===== config.mk =====
export PLATFORM = sky130hd
export DESIGN_NAME = matriz_carregador
export DESIGN_NICKNAME = d
export VERILOG_FILES = /design/src/rtl/matriz_carregador_pkg.sv /design/src/rtl/matriz_carregador_contador.sv /design/src/rtl/matriz_carregador.sv
export SDC_FILE = /design/constraint.sdc
export NUM_CORES = 1
export LEC_CHECK = 0
export CORE_ASPECT_RATIO = 2
export CORE_MARGIN = 8
export CORE_UTILIZATION = 35
export CTS_BUF_LIST = sky130_fd_sc_hd__clkbuf_16
export CTS_CLUSTER_SIZE = 14
export DETAILED_ROUTE_END_ITERATION = 8
export GPL_TIMING_DRIVEN = 0
export HOLD_SLACK_MARGIN = 0.02
export PLACE_DENSITY_LB_ADDON = 0.2
export SLEW_MARGIN = 0
export SYNTH_ARGS = -nofsm -noshare
export SYNTH_HDL_FRONTEND = slang
export SYNTH_SLANG_ARGS = --single-unit
export TNS_END_PERCENT = 1

===== constraint.sdc =====
create_clock -name clock -period 6.77 [get_ports clock]
set_clock_uncertainty 0.1 [all_clocks]
set_input_delay 1.354 -clock clock [delete_from_list [all_inputs] [get_ports clock]]
set_output_delay 1.354 -clock clock [all_outputs]
set_load 0.01 [all_outputs]

===== src/rtl/matriz_carregador_pkg.sv =====
// matriz_carregador_pkg: shared FSM encoding, constants and packed-matrix index helper
package matriz_carregador_pkg;
  typedef enum logic [1:0] {OCIOSO, CARREGANDO, COMPLETA} estado_t;
  localparam int N_MAX = 5;
  localparam int LARGURA = 8;
  localparam int TAM_MIN = 2;
  function automatic int indice(input int i, input int j, input int n_max = N_MAX, input int largura = LARGURA);
    return (n_max * i + j) * largura;
  endfunction
endpackage


===== src/rtl/matriz_carregador_contador.sv =====
// contador_linha_coluna: row-major (i,j) counter that saturates on the last element of an n x n matrix
module contador_linha_coluna #(
  parameter int W = 3
) (
  input  logic         clock,
  input  logic         clear,
  input  logic         enable,
  input  logic [7:0]   n,
  output logic [W-1:0] i,
  output logic [W-1:0] j,
  output logic         ultimo
);
  logic fim_linha;
  assign fim_linha = 8'(j) == n - 8'd1;
  assign ultimo = fim_linha && 8'(i) == n - 8'd1;
  always_ff @(posedge clock) begin
    if (clear) begin
      i <= '0;
      j <= '0;
    end else if (enable && !ultimo) begin
      j <= fim_linha ? '0 : j + W'(1);
      i <= fim_linha ? i + W'(1) : i;
    end
  end
endmodule


===== src/rtl/matriz_carregador.sv =====
// matriz_carregador: loads an n x n signed matrix element by element for the determinant stage
module matriz_carregador #(
  parameter int N_MAX = matriz_carregador_pkg::N_MAX,
  parameter int LARGURA = matriz_carregador_pkg::LARGURA
) (
  input  logic                             clock,
  input  logic                             reset,
  input  logic                             inicio,
  input  logic [7:0]                       tamanho_in,
  input  logic signed [LARGURA-1:0]        dado_in,
  input  logic                             dado_valido,
  output logic                             dado_pronto,
  output logic [N_MAX*N_MAX*LARGURA-1:0]   matriz,
  output logic [7:0]                       tamanho,
  output logic                             matriz_valida,
  input  logic                             matriz_ack,
  output logic                             erro
);
  import matriz_carregador_pkg::*;
  localparam int W = $clog2(N_MAX);
  estado_t estado, proximo;
  logic [W-1:0] i, j;
  logic ultimo, legal, partida, transferencia;
  assign legal = tamanho_in >= 8'(TAM_MIN) && tamanho_in <= 8'(N_MAX);
  assign partida = estado == OCIOSO && inicio && legal;
  assign dado_pronto = estado == CARREGANDO;
  assign transferencia = dado_valido && dado_pronto;
  assign matriz_valida = estado == COMPLETA;
  contador_linha_coluna #(.W(W)) u_contador (
    .clock  (clock),
    .clear  (reset || partida),
    .enable (transferencia),
    .n      (tamanho),
    .i      (i),
    .j      (j),
    .ultimo (ultimo)
  );
  always_ff @(posedge clock) estado <= reset ? OCIOSO : proximo;
  always_comb begin
    proximo = estado;
    proximo = partida ? CARREGANDO
            : (transferencia && ultimo) ? COMPLETA
            : (estado == COMPLETA && matriz_ack) ? OCIOSO
            : estado;
  end
  always_ff @(posedge clock) begin
    if (reset) begin
      matriz <= '0;
      tamanho <= '0;
      erro <= 1'b0;
    end else if (estado == OCIOSO && inicio) begin
      erro <= !legal;
      if (legal) begin
        matriz <= '0;
        tamanho <= tamanho_in;
      end
    end else if (transferencia) begin
      matriz[indice(int'(i), int'(j), N_MAX, LARGURA) +: LARGURA] <= dado_in;
    end
  end
endmodule


# After elaboration in Yosys (flattened, before gate mapping)
# Index checks and enable logic that the tools add are counted.
# totals
register_bits,217
input_bits,21
output_inout_bits,211
wordCells,49
# op_classes
add_sub_neg,5
n_mul,1
magnitude_cmp,2
n_eq_ne,5
shifts,2
mux,8
reduce_logical,19
# ops
cell,n
$mux 200,3
$bwmux 200,1
$shift 8x33->200 const A,1
$shiftx 8x33->200,1
$neg 10->33,1
$eq 3x8->1,2
$ge 8x2->1 const B,1
$le 8x3->1 const B,1
$logic_and 1x1->1,8
$sub 8x1->8 const B,1
$add 6x3->7,1
$add 3x1->3 const B,2
$mul 3x3->6 const A,1
$reduce_and 2->1,3
$mux 2,2
$reduce_bool 2->1,2
$mux 3,1
$reduce_bool 3->1,1
$eq 2x1->1 const B,1
$eq 2x2->1 const B,1
$logic_not 1->1,2
$logic_not 2->1,1
$ne 2x2->1 const B,1
$reduce_or 2->1,1
other kinds (2),2

# Logic depth before layout (Yosys ltp)
# Gate-level depths: netlist of the first run.
# depth
word_depth,7
depth_mapped,14
depth_no_buf,14

# Hierarchy
# A second synthesis of the first run with hierarchy kept.
# unflattened
hier_cells,831
area_unflattened_um2,8534.4
# by_module_without_submodules
module,n_inst,cells_per_inst,area_per_inst_um2,seq_area_each_um2
matriz_carregador,1,764,7983.9,4224.1
contador_linha_coluna,1,67,550.5,120.1

# Worst setup path before layout of the first run
# Ideal clock, no wire load.
# synth_timing
path_type,reg2reg
startpoint,reg u_contador.i[0]
endpoint,reg matriz[0]
setup_time_ns,0.061
arrival_time_ns,3.947
t_required_ns,6.609
path_slack_ns,2.662
path_stages_with_launch,14
path_buffers,0
period_less_slack_ns,4.108
path_cell_list,dfxtp_1 > ha_1 > ha_1 > inv_1 > fa_1 > nor3b_2 > nand2_1 > nor2_1 > ha_1 > or4b_2 > nor3_1 > o2111ai_1 > nor4_2 > a22o_1
# synth_via
elab_chain_cells,7
word_cells_on_any_way,8
cone_classes,2 x add/sub; 1 x mul; 2 x shift; 3 x mux
# synth_rtl
element,line,source
from (decl),matriz_carregador_contador.sv:9,"output logic [W-1:0] i,"
from (signal assigned),matriz_carregador_contador.sv:22,i <= fim_linha ? i + W'(1) : i;
$mul 3x3->6 *,matriz_carregador_pkg.sv:8,return (n_max * i + j) * largura;
$add 6x3->7 *,matriz_carregador_pkg.sv:8,
$neg 10->33 *,matriz_carregador.sv:58,"matriz[indice(int'(i), int'(j), N_MAX, LARGURA) +: LARGURA] <= dado_in;"
$shiftx 8x33->200 / $shift 8x33->200 (equally long branches),matriz_carregador.sv:58,
$bwmux 200 *,matriz_carregador.sv:58,
$mux 200 *,matriz_carregador.sv:57,end else if (transferencia) begin
$mux 200 *,matriz_carregador.sv:51,end else if (estado == OCIOSO && inicio) begin
"to (signal, indexed assignment)",matriz_carregador.sv:58,
to (decl),matriz_carregador.sv:13,"output logic [N_MAX*N_MAX*LARGURA-1:0] matriz,"
# Mark *: on every way between the ends. The rest lies on a longest branch, timed or not. The select of a mux whose other input is x is not followed.
# A chain may end at the register's enable or synchronous reset.

# Worst setup path after layout of the first run
# Same ends and word-level chain as after synthesis.

==> metrics.md, run 1 <==
| Metric | Value |
|---|---|
| CP Capture Point | matriz[0] |
| Worst r2r src | u_contador.i[0] |
| Most common cell in the netlist | dfxtp_1 |
| Vias in the first global route | around 8000 |
| Mapped Area | 0.008591 mm2 |
| Crit. Startpoint | u_contador.i[0] |
| Final Max Slew Viols | 0 |
| Fill count | roughly 2300 |
| # hold bufs at CTS | 0 |
| Post-synth top flop | dfxtp_1 |
| Final count of hold timing violations | 0 |
| CTS buffer count | 20 |
| Register area | about 0.0043 mm2 |
| Actual transition at the worst max-transition pin | about 1100 ps |
| Post-synthesis sequential area ratio | 0.5057 |
| Fmax | between 200 and 250 MHz |
| Slew HR | 0.2696 |
| Seq cells post-synth | 217 |
| Ys async rst share | 0 |
| Tcrit/Tclk final | 0.7340 |
| Die footprint | 0.03012 mm2 |
| # diodes | 0 |
| Crit path DAT | 5320 ps |
| Synth warnings | 0 |
| Reg-to-Reg End | matriz[0] |
| Layout Nets | 1124 |
| Final ANT Viol Nets | 0 |
| Max Buffers Root-to-Sink | 3 |
| Cells after Synth | between 800 and 900 |
| CP endpoint kind | flip-flop |
| Average size of a mapped cell | 10.24 um2 |
| DP Wirelength | 26250 um |
| Vias post-DR | approximately 7700 |
| Buf/Inv on CP | 1 |
| Total power divided by cell area | 204.3 mW/mm2 |
| Global-route wire length before repair | 49640 um |
| Reg clk slew, reported paths | 70 ps |
| P&R area growth vs syn | 37.39% |
| Wirelength per Cell | approximately 24 um |
| Setup TNS Final | 0 ps |
| # setup viols final | 0 |
| Die width | 126.8 um |
| Worst Setup Path Type | reg -> reg |
| First-pass iteration count of the detailed router | 4 |
| Worst-path maximum fanout | 8 |
| Synth top cells by count | dfxtp_1 (217), nand2_1 (60), nor2_1 (56) |
| Share of the synthesized area in the top cell type | 0.5057 |
| Drt total wl | 33930 um |
| Netlist cell types | 69 |
| IO buf count | 227 |
| Worst setup SP type | flip-flop |
| Tot Pwr | 2.411 mW |
| CTS Root Cell | clkbuf_16 |
| Post-CTS sizing | 0 |
| CTS tree | done |
| Row count | 81 |
| Reg2Reg Depth | 13 |
| Initial antenna violation count | 0 |
| Delay-heaviest family, CP | simple AND/OR/NAND/NOR gates |
| Htree depth | 1 |
| Max incr delay on CP | approximately 860 ps |
| Initial Util | 0.3532 |
| CP max-delay cell | nor4_2 |
| Overall routing resource usage | 0.2173 |
| Worst skew pair latency | 510 ps |
| Area of the multi-input gates | 0.003944 mm2 |
| Critical path required time | between 7000 and 8000 ps |
| Drt initial violations | 424 |
| Post-CTS Setup Bufs | 0 |
| Vias per inst | 5.552 |
| Most used cell, CP | ha_1 |
| Post-Syn Nets | 875 |
| Core Box Area | 0.02432 mm2 |
| Congestion Overflow GR | 0 |
| Layout cells sized above 1 | 0.06273 |
| Cell taking the most area after synthesis | dfxtp_1 |
| DRC | 0 |
| Maximum vdd drop | 183.9 uV |
| Die Y-Extent | around 240 um |
| Crit path depth | 13 |
| Post-synth EDFFs | 0 |
| I/O pin total | 232 |
| Largest net degree at the start of global routing | 15 |
| Setup WS post-layout | 1801 ps |
| Status | complete, no violations |
| Area contributors post-synth | dfxtp_1 (51%), a22o_1 (5.2%), o2bb2ai_1 (4.6%) |
| Setup WS pre-CTS | 1844 ps |
| Tmin final | 4969 ps |
| Hold Crit Class | reg -> reg |
| Gpl congestion | around 0.95 |
| Clock Sinks | 217 |
| FF-to-FF setup slack | 1800 ps |
| Crit path cell chain | ha_1 -> ha_1 -> inv_1 -> fa_1 -> nor3b_2 -> nand2_1 -> nor2_1 -> ha_1 -> or4b_2 -> nor3_1 -> o2111ai_1 -> nor4_2 -> a22o_1 |
| RSZ-0062 raised after global routing | no |
| Leak | 4.027 nW |
| Max-Cap Viols | 0 |
metrics by stage:
step                      hold slack (ps)  cells  instance area, um2  utilization
after floorplan                     373.0    839                8591            -
after global placement              339.3   1356               11230       0.4615
after detailed placement            345.3   1356               11230       0.4615
after CTS                           361.0   1390               11800       0.4852
after global routing                379.9   1390               11800       0.4852
final                               362.5   1390               11800       0.4852
where the power goes:
group / internal (mW) / switching (mW)
Combinational: 0.0256 / 0.0623
Sequential: 1.28 / 0.000465
Clock: 0.557 / 0.489
logic make-up (layout without fill, tap and decap cells):
group	count (synthesis)	after routing	synth area share
XOR/XNOR	15	15	0.01792
buffers and inverters	73	334	0.03524
adder cells (fa/ha/maj)	15	15	0.02272
flip-flops	217	217	0.5057
AND/OR/NAND/NOR	255	255	0.1570
AO/OA/AOI/OAI	261	261	0.2579
multiplexers	3	3	0.003496
flip-flops by register name, indices dropped and copies added (netlist names):
name          flops
estado            2
tamanho           8
u_contador.j      3
matriz          200
erro              1
u_contador.i      3
cells in the final DEF, fill, tap and decap left out, types with 10 or more instances in the layout:
cell type / instances
nand3_1: 26
clkbuf_16: 21
a32o_1: 38
dfxtp_1: 217
a21oi_1: 14
nor2_1: 56
nor2b_1: 15
and2_1: 12
ha_1: 14
o2bb2ai_1: 45
o22ai_1: 26
a31oi_2: 10
nand2_1: 60
clkbuf_1: 29
a22o_1: 51
o21ai_0: 19
nand3b_1: 13
inv_1: 36
nand2b_1: 28
clkdlybuf4s50_1: 227
nand4b_1: 10
per-layer routing:
layer | share of wire | global-route usage | up-vias
li1 | - | - | 3647
met1 | 0.35 | 0.2051 | 3726
met2 | 0.55 | 0.4213 | 254
met3 | 0.050 | 0.03793 | 90
met4 | 0.056 | 0.1324 | 0
met5 | 0 | 0 | -
worst min path at each step:
stage	from	endpoint	slack [ps]	cells after the start
5_1_grt	matriz[128]	matriz[128]	380	2
3_5_place_dp	matriz[46]	matriz[46]	350	1
6_report	matriz[129]	matriz[129]	360	2
2_1_floorplan	matriz[128]	matriz[128]	370	2
3_3_place_gp	matriz[129]	matriz[129]	340	2
4_1_cts	matriz[129]	matriz[129]	360	2
layout make-up:
class                   instances  area share
flip-flops and latches        217      0.3681
multi-input cells             549      0.3341
repair buffers                227      0.1925
clock buffers                  21     0.04452
well taps                     290     0.03074
plain buffers                  44     0.01643
inverters                      29    0.009223
clock inverters                13    0.004346
tightest hold or removal path: stages, from the launching register on:
cell and delay [ps]:
dfxtp_1 310, inv_1 50, o22ai_1 60
Note: power is estimated with default switching activity, not from simulation.
==> run 2, diff against run 1 <==
Clock period 6.77 ns to 4.7 ns, I/O delays scaled along.
==> run 2 against run 1 <==
Against the previous run:
- non-clock buffer count grew 1
- clock power grew 43%
- register-to-register slack lost 1600 ps
- first-iteration DRC count shrank 5.9%
- via count grew 0.60%
==> metrics.md, run 2 (synthesized netlist as in run 1, its figures left out) <==
| Metric | Value |
|---|---|
| Status | complete, no violations |
| Buf/Inv on CP | 1 |
| Design area | 0.01185 mm2 |
| Clock Sinks | 217 |
| Worst Setup Path Type | reg -> reg |
| First-pass iteration count of the detailed router | 5 |
| CTS tree | done |
| Worst setup SP type | flip-flop |
| Max reg flops | 200 |
| Die width | 126.8 um |
| Maximum vdd drop | roughly 260 uV |
| Largest net degree at the start of global routing | 15 |
| # setup viols final | 0 |
| Crit path cell chain | ha_1 -> ha_1 -> inv_1 -> fa_2 -> nor3b_4 -> nand2_1 -> nor2_1 -> ha_1 -> or4b_2 -> nor3_1 -> o2111ai_1 -> a21oi_1 -> nor2_2 -> a22o_1 |
| Vias post-DR | 7763 |
| Slew HR | 0.3061 |
| Max incr delay on CP | approximately 660 ps |
| Layout Nets | 1125 |
| Vias in the first global route | ~8000 |
| Hold EP | matriz[68] |
| Layout cells sized above 1 | 0.06812 |
| DP Wirelength | 26250 um |
| CP endpoint kind | flip-flop |
| Core Box Area | about 0.024 mm2 |
| Hold path cells | 1 |
| Final Max Slew Viols | 0 |
| Most used cell, CP | ha_1 |
| Total power divided by cell area | 292.9 mW/mm2 |
| Placed Instances | 1356 |
| Tmin final | around 4500 ps |
| Most frequent cells in the layout | clkdlybuf4s50_1 (227), dfxtp_1 (215), nand2_1 (60) |
| Largest Register | matriz |
| I/O pin total | 232 |
| Fmax | 223.8 MHz |
| Post-Place Cell Area | between 0.01 and 0.015 mm2 |
| Drt total wl | between 30000 and 40000 um |
| Register area | approximately 0.0043 mm2 |
| Worst r2r src | u_contador.i[0] |
| Reg2Reg Depth | 14 |
| Tcrit/Tclk final | 0.9507 |
| Area of the multi-input gates | 0.003969 mm2 |
| Leak | 4.042 nW |
| Row count | 81 |
| Worst-path maximum fanout | 8 |
| Startpoint of the worst hold path | matriz[68] |
| Critical path required time | 5000 ps |
| Reg-to-Reg End | matriz[0] |
| Worst skew pair latency | 510 ps |
| Overall routing resource usage | 0.2174 |
| CTS Root Cell | clkbuf_16 |
| Delay-heaviest family, CP | adder cells |
| Hold Crit Class | reg -> reg |
| Drt initial violations | 399 |
| Global-route wire length before repair | 49630 um |
| Largest registers | matriz: 200 flops, tamanho: 8 flops |
| Initial Util | 0.3532 |
| FF-to-FF setup slack | 230 ps |
| Actual transition at the worst max-transition pin | 1033 ps |
| Leading cell type in the layout, fill and taps excluded | clkdlybuf4s50_1 |
| Wirelength per Cell | 24.33 um |
| Max Buffers Root-to-Sink | 3 |
| Finished Layout Cells | 1391 |
| Hold slack final | between 300 and 400 ps |
| DRC | 0 |
| Htree depth | 1 |
| Congestion Overflow GR | 0 |
| Reg clk slew, reported paths | 70 ps |
| P&R area growth vs syn | 37.94% |
| Final count of hold timing violations | 0 |
| Initial antenna violation count | 0 |
| Tot Pwr | ~3.5 mW |
| Vias per inst | between 5 and 6 |
| CP max-delay cell | fa_2 |
| Core occupancy in the finished layout | 0.4872 |
| Die footprint | roughly 0.03 mm2 |
| Gpl congestion | ~0.95 |
| Die Y-Extent | 237.6 um |
| CTS buffer count | 20 |
| Crit path DAT | 4770 ps |
| IO buf count | 227 |
| Final ANT Viol Nets | 0 |
| Fill count | 2333 |
| Max-Cap Viols | 0 |
| # diodes | 0 |
==> run 2: cell types whose count changed in the layout (fill, tap and decap cells not counted), sizes merged <==
cell / before / now
buf: 15 / 16
==> run 2: power by group <==
group / total, mW / internal (mW) / switching (mW)
logic: 0.127 / 0.0371 / 0.0903
clock network: 1.50 / 0.802 / 0.703
registers: 1.84 / 1.84 / 0.000674
==> run 2: how the worst max path moves through the flow <==
stage	slack, ps	cells past startpoint	startpoint	to
CTS	10	14	u_contador.i[2]	matriz[0]
global route	-10	14	u_contador.i[0]	matriz[0]
floorplan	590	13	u_contador.i[0]	matriz[0]
detailed placement	-230	13	u_contador.i[0]	matriz[2]
global placement	-200	13	u_contador.i[0]	matriz[3]
finish	230	14	u_contador.i[0]	matriz[0]
==> run 2: final cells by class <==
type,count,share of cell area
sequential,217,0.3668
multi-input combinational,549,0.3349
tap,290,0.03062
inverter,29,0.009186
timing repair buffer,228,0.1934
clock inverter,13,0.004329
buffer,44,0.01637
clock buffer,21,0.04435
==> run 2: repair_timing <==
| action | in CTS | in global routing |
|---|---|---|
| setup endpoints to repair | 39 | 71 |
| buffers inserted | 0 | 1 |
| gates resized for setup | 2 | 5 |
| cloned | 0 | 0 |
| hold buffers | 0 | 0 |
| endpoints found under the hold margin | 0 | 0 |
| pin swaps | 0 | 1 |
==> run 2: per-stage QoR <==
| stage | setup slack, ps | setup TNS, ps |
|---|---|---|
| finish | 231.8 | 0 |
| global route | -9.682 | -19.29 |
| CTS | 11.71 | 0 |
| detailed placement | -226.3 | -2538 |
| global placement | -201.6 | -1710 |
| floorplan | 591.8 | 0 |
==> run 2: worst register-to-register path, cell delays in order (launching register included) <==
cell and delay [ps]:
dfxtp_2 370, ha_1 300, ha_1 300, inv_1 70
fa_2 660, nor3b_4 270, nand2_1 130, nor2_1 110
ha_1 250, or4b_2 660, nor3_1 160, o2111ai_1 250
a21oi_1 290, nor2_2 150, a22o_1 280
==> run 2: layer usage <==
layer | global-route usage | wire (um) | up-vias
li1 | - | - | 3648
met1 | 0.2062 | 11570 | 3761
met2 | 0.4225 | 18550 | 259
met3 | 0.03636 | 1767 | 95
met4 | 0.1299 | 1952 | 0
met5 | 0 | 0 | -
==> run 3, diff against run 2 <==
Settings changed: PLACE_DENSITY_LB_ADDON 0.2 to not set, RECOVER_POWER set to 100.
==> run 3 against run 2 <==
Against the previous run:
- register-to-register slack got worse by 40 ps
- wire length up 2.7%
- maximum frequency fell by 0.93%
- die area did not move
- hold slack worse by 4.5 ps
- highest routed layer unchanged
- global-route usage grew 0.56 points
- critical path type unchanged
- count of clock-buffer cells in the layout is the same
- final area decreased by 0.57%
- combinational power about the same
- flip-flop and latch count unchanged
- first-iteration DRC count increased by 33%
==> metrics.md, run 3 (synthesized netlist as in run 1, its figures left out) <==
| Metric | Value |
|---|---|
| CP endpoint kind | flip-flop |
| Worst Setup Path Type | reg -> reg |
| Crit path cell chain | ha_1 -> ha_1 -> inv_1 -> fa_2 -> nor3b_4 -> nand2_1 -> nor2_1 -> ha_1 -> or4b_2 -> nor3_1 -> o2111ai_1 -> nor4_4 -> a22o_1 |
| Largest net degree at the start of global routing | 15 |
| Die footprint | 0.03012 mm2 |
| Actual transition at the worst max-transition pin | 1249 ps |
| Wirelength per Cell | 25.09 um |
| Reg-to-Reg End | matriz[1] |
| Final ANT Viol Nets | 0 |
| Layout cells sized above 1 | 0.06210 |
| Hold Crit Class | reg -> reg |
| Drt initial violations | 529 |
| Drt total wl | 34750 um |
| CTS buffer count | 20 |
| Placed Instances | approximately 1400 |
| CTS Root Cell | clkbuf_16 |
| Max incr delay on CP | 670 ps |
| Clock Sinks | ~220 |
| Reg2Reg Depth | 13 |
| Critical path required time | 5040 ps |
| Core occupancy in the finished layout | 0.4844 |
| DP Wirelength | 26760 um |
| Max reg flops | 200 |
| Row count | just over 80 |
| Combinational cell fraction of total power | 0.036 |
| Finished Layout Cells | ~1400 |
| Crit path DAT | 4850 ps |
| Die width | 126.8 um |
| FF-to-FF setup slack | between 150 and 200 ps |
| Switching fraction of total power | 0.2293 |
| Overall routing resource usage | 0.2230 |
| Worst r2r src | u_contador.i[0] |
| Reg clk slew, reported paths | ~70 ps |
| Die Y-Extent | 237.6 um |
| Worst skew pair latency | just over 500 ps |
| Startpoint of the worst hold path | matriz[129] |
| Tcrit/Tclk final | 0.9596 |
| # hold bufs at CTS | 0 |
| Worst-path maximum fanout | 8 |
| RSZ-0062 raised after global routing | no |
| Switch Pwr | slightly below 0.8 mW |
| Sequential Power Share | 0.531 |
| Most frequent cells in the layout | dfxtp_1 (215), dlygate4sd3_1 (213), nand2_1 (60) |
| I/O pin total | 232 |
| Worst setup SP type | flip-flop |
| CTS tree | done |
| Slew HR | 0.1653 |
| Gpl congestion | between 0.9 and 1 |
| Buf/Inv on CP | 1 |
| Vias in the first global route | ~8000 |
| DRC | 0 |
| Hold path cells | 2 |
| # diodes | 0 |
| Maximum vdd drop | 270.0 uV |
| CP max-delay cell | fa_2 |
| Leak | 4.764 nW |
| Total power divided by cell area | 294.0 mW/mm2 |
| Initial Util | 0.3532 |
| Final count of hold timing violations | 0 |
| # setup viols final | 0 |
| Core Box Area | 0.02432 mm2 |
| Hold EP | matriz[129] |
| Fmax | 221.7 MHz |
| Delay-heaviest family, CP | simple AND/OR/NAND/NOR gates |
| Internal power | 2.670 mW |
| Max-Cap Viols | 0 |
| Vias post-DR | 7903 |
| Max Buffers Root-to-Sink | 3 |
| Congestion Overflow GR | 0 |
| Clock power share | 0.433 |
| Global-route wire length before repair | roughly 50000 um |
| Final Max Slew Viols | 0 |
| P&R area growth vs syn | 37.15% |
| Largest Register | matriz |
| First-pass iteration count of the detailed router | 5 |
| Initial antenna violation count | 0 |
| Tmin final | 4510 ps |
| IO buf count | around 230 |
| Status | complete, no violations |
| Vias per inst | 5.706 |
| Largest registers | matriz: 200 flops, tamanho: 8 flops |
| Most used cell, CP | ha_1 |
| Leading cell type in the layout, fill and taps excluded | dfxtp_1 |
| Htree depth | 1 |
| Layout Nets | 1124 |
[run 3: cell types whose count changed in the layout (fill, tap and decap cells not counted), sizes merged]
cell,before,now
buf,16,12
clkbuf,50,53
clkdlybuf4s50,227,14
clkinv,6,4
dlygate4sd3,0,213
inv,36,33
[run 3: through the flow]
step | setup WS, ps | area, um2 | hold slack, ps | power, mW | setup TNS (ps)
after floorplan | 591.8 | 8591 | 373.0 | 1.945 | 0
after global placement | -288.6 | 11230 | 339.2 | 2.008 | -2920
after detailed placement | -259.9 | 11230 | 345.6 | 2.008 | -4675
after CTS | 54.68 | 11800 | 359.2 | 3.498 | 0
after global routing | 8.793 | 11780 | 373.8 | 3.567 | 0
final | 190.0 | 11780 | 358.0 | 3.465 | 0
[run 3: cell type report]
cell class | instances | area (um2)
Timing Repair Buffer | 227 | 2272
Sequential cell | 217 | 4347
Inverter | 29 | 108.9
Tap cell | 290 | 362.8
Fill cell | 2385 | 12540
Buffer | 44 | 192.7
Clock inverter | 8 | 31.28
Clock buffer | 21 | 525.5
Multi-Input combinational cell | 549 | 3943
[run 3: per-layer routing]
| metal | wire length, um | global-route usage |
|---|---|---|
| met3 | 1486 | 0.02941 |
| met4 | 1981 | 0.1284 |
| met1 | 11730 | 0.2108 |
| met5 | 0 | 0 |
| met2 | 19550 | 0.4420 |
[run 3: worst max-delay path by stage]
stage | cells past startpoint | slack (ps) | to | startpoint
detailed placement | 13 | -260 | matriz[1] | u_contador.i[0]
finish | 13 | 190 | matriz[1] | u_contador.i[0]
floorplan | 13 | 590 | matriz[0] | u_contador.i[0]
CTS | 14 | 50 | matriz[1] | u_contador.i[0]
global route | 13 | 9 | matriz[1] | u_contador.i[0]
global placement | 13 | -290 | matriz[3] | u_contador.i[0]
[run 3: repair_timing]
action | CTS | global route
resized for setup | 3 | 4
buffers inserted | 0 | 0
setup endpoints to repair | 39 | 33
[run 3: power by group through the flow]
stage | sequential [mW] | combinational [mW] | clock (mW)
final | 1.84 | 0.126 | 1.50
after global routing | 1.84 | 0.133 | 1.60
after detailed placement | 1.88 | 0.126 | 0
after CTS | 1.84 | 0.127 | 1.53
after floorplan | 1.88 | 0.0635 | 0
after global placement | 1.88 | 0.126 | 0
[run 3: tightest hold or removal path, stage by stage, from the launching register on]
cell	delay, ps
dfxtp_1	310
inv_1	40
o22ai_1	60
==> RTL edit (settings of run 2) <==
The 3 values of `estado_t` get a one-hot encoding in 3 bits.
--- a/src/rtl/matriz_carregador_pkg.sv
+++ b/src/rtl/matriz_carregador_pkg.sv
@@ -1,6 +1,6 @@
 // matriz_carregador_pkg: shared FSM encoding, constants and packed-matrix index helper
 package matriz_carregador_pkg;
-  typedef enum logic [1:0] {OCIOSO, CARREGANDO, COMPLETA} estado_t;
+  typedef enum logic [2:0] {OCIOSO = 3'b001, CARREGANDO = 3'b010, COMPLETA = 3'b100} estado_t;
   localparam int N_MAX = 5;
   localparam int LARGURA = 8;
   localparam int TAM_MIN = 2;
Behaviour: same outputs for any inputs over 4 cycles, from zero or initial values and one cycle with reset high; so few cycles prove little.
==> RTL edit against run 2 <==
Via count decreased by 3.9%; sequential cell count increased by 1; synthesized cell count shrank 5.1%; routed wire length shrank 10%; area after synthesis shrank 5.1%; total power up 1.7%; count of clock-buffer cells in the layout stayed put; worst setup slack improved by 0.086 ns; largest power group unchanged; design area shrank 3.0%; largest cell class unchanged.
==> RTL edit: results (changes against run 2) <==
Worst R2R Path Depth: 13 (was 14)
Filler cell count: 2184 (was 2333)
Synth Area in Compound Gates: 0.243 (was 0.258)
CLK BUF: 21 (unchanged)
Hold wc startpoint: matriz[95] (was matriz[68])
Number of diodes: 1 (was 0)
Non-CTS buffers: 266 (was 272)
Synth Area per Inst: 10.2 um2 (about the same)
Placed cell count: 1310 (was 1356)
Crit path largest cell delay: 0.75 ns (was 0.66 ns)
First-pass GRT wire length: 45400 um (was 49600 um)
Pint: 2.73 mW (was 2.68 mW)
Vias per std cell: 5.55 (was 5.58)
Total GRT Usage: 0.205 (was 0.217)
Synth Area in XOR/XNOR: 0.0170 (was 0.0179)
Arrival @ worst endpoint: 4.74 ns (was 4.77 ns)
H-tree depth: 1 (unchanged)
Post-synth top flop: dfxtp_1 (unchanged)
CP Capture Point: matriz[29] (was matriz[0])
Slowest CP cell: a31oi_1 (was fa_2)
Post-synthesis cell type count: 57 (was 69)
Sequential area share after synthesis: 0.535 (was 0.506)
Buffering overhead: 0.214 (was 0.210)
Fin nets: 1086 (was 1125)
Synth Area in Adders: 0.0239 (was 0.0227)
Largest regs: matriz (200), tamanho (8) (unchanged)
Largest family of logic cells by synthesized area: compound AO/OA/AOI/OAI gates (unchanged)
Sequential cells: 218 (was 217)
Vias: 7457 (was 7763)
WHS Endpoint: matriz[95] (was matriz[68])
Post-synth top cells: 218 x dfxtp_1, 84 x a22o_1, 84 x o21ai_0, 75 x nand3_1, 47 x nor2_1 (was 217 x dfxtp_1, 60 x nand2_1, 56 x nor2_1, 51 x a22o_1, 45 x o2bb2ai_1)
P_leak: 4.09 nW (was 4.04 nW)
Mux cell area share after synthesis: 0.00491 (was 0.00350)
Placer Congestion: 0.929 (was 0.948)
Post-Route WL: 30400 um (was 33800 um)
Area contributors post-synth: dfxtp_1 54%, a22o_1 9.0%, o21ai_0 5.2% (was dfxtp_1 51%, a22o_1 5.2%, o2bb2ai_1 4.6%)
Inverters: 7 (was 29)
Sequential power share: 0.523 (was 0.530)
Clock power frac: 0.443 (was 0.433)
Worst vdd ir: 0.220 mV (was 0.264 mV)
Hpwl dp: 22200 um (was 26300 um)
Multi-input gate share of total cell area: 0.320 (was 0.335)
Antenna violations before repair: 1 (was 0)
Port Buf Inserts: 231 (was 227)
DRT iter0 DRCs: 527 (was 399)
Share of cells above drive strength 1: 0.0604 (was 0.0681)
Number of global-route vias before repair: 7558 (was 7999)
Reg clk slew, reported paths: 0.07 ns (about the same)
Slew headroom: 0.324 (was 0.306)
Hold depth: 1 (unchanged)
Number of multi-input logic gates: 537 (was 549)
Reg area: 0.00437 mm2 (was 0.00435 mm2)
Clock buf/inv share: 0.0518 (was 0.0487)
Flop-to-flop setup slack: 0.32 ns (was 0.23 ns)
Status: completed (unchanged)
Syn nets: 832 (was 875)
First-pass DRT Iterations: 4 (was 5)
[RTL edit: cell types whose count changed after synthesis, sizes merged, moves of 12 or more]
| cell | delta |
|---|---|
| a22o | +33 |
| nand3b | -12 |
| o22ai | -26 |
| a32o | -34 |
| o21ai | +65 |
| inv | -22 |
| nand2 | -37 |
| nand3 | +49 |
[RTL edit: layer usage]
layer	vias up	track usage	share of wire
met5	-	0	0
met4	0	0.0872	0.035
met3	55	0.0468	0.078
met2	291	0.354	0.50
met1	3617	0.236	0.39
li1	3494	-	-
[RTL edit: per-stage QoR]
step,util,hold slack (ns),instance area (um2),setup slack [ns]
3_5_place_dp,0.470,0.349,10800,0.0701
3_3_place_gp,0.470,0.343,10800,0.224
6_report,0.499,0.361,11500,0.317
5_1_grt,0.499,0.377,11500,0.0556
4_1_cts,0.496,0.365,11400,0.0461
2_1_floorplan,-,0.361,8150,0.909
[RTL edit: timing repair]
item,CTS,global route
gates resized for setup,0,14
hold buffers,0,0
endpoints found under the setup margin,0,181
buffers inserted,0,1
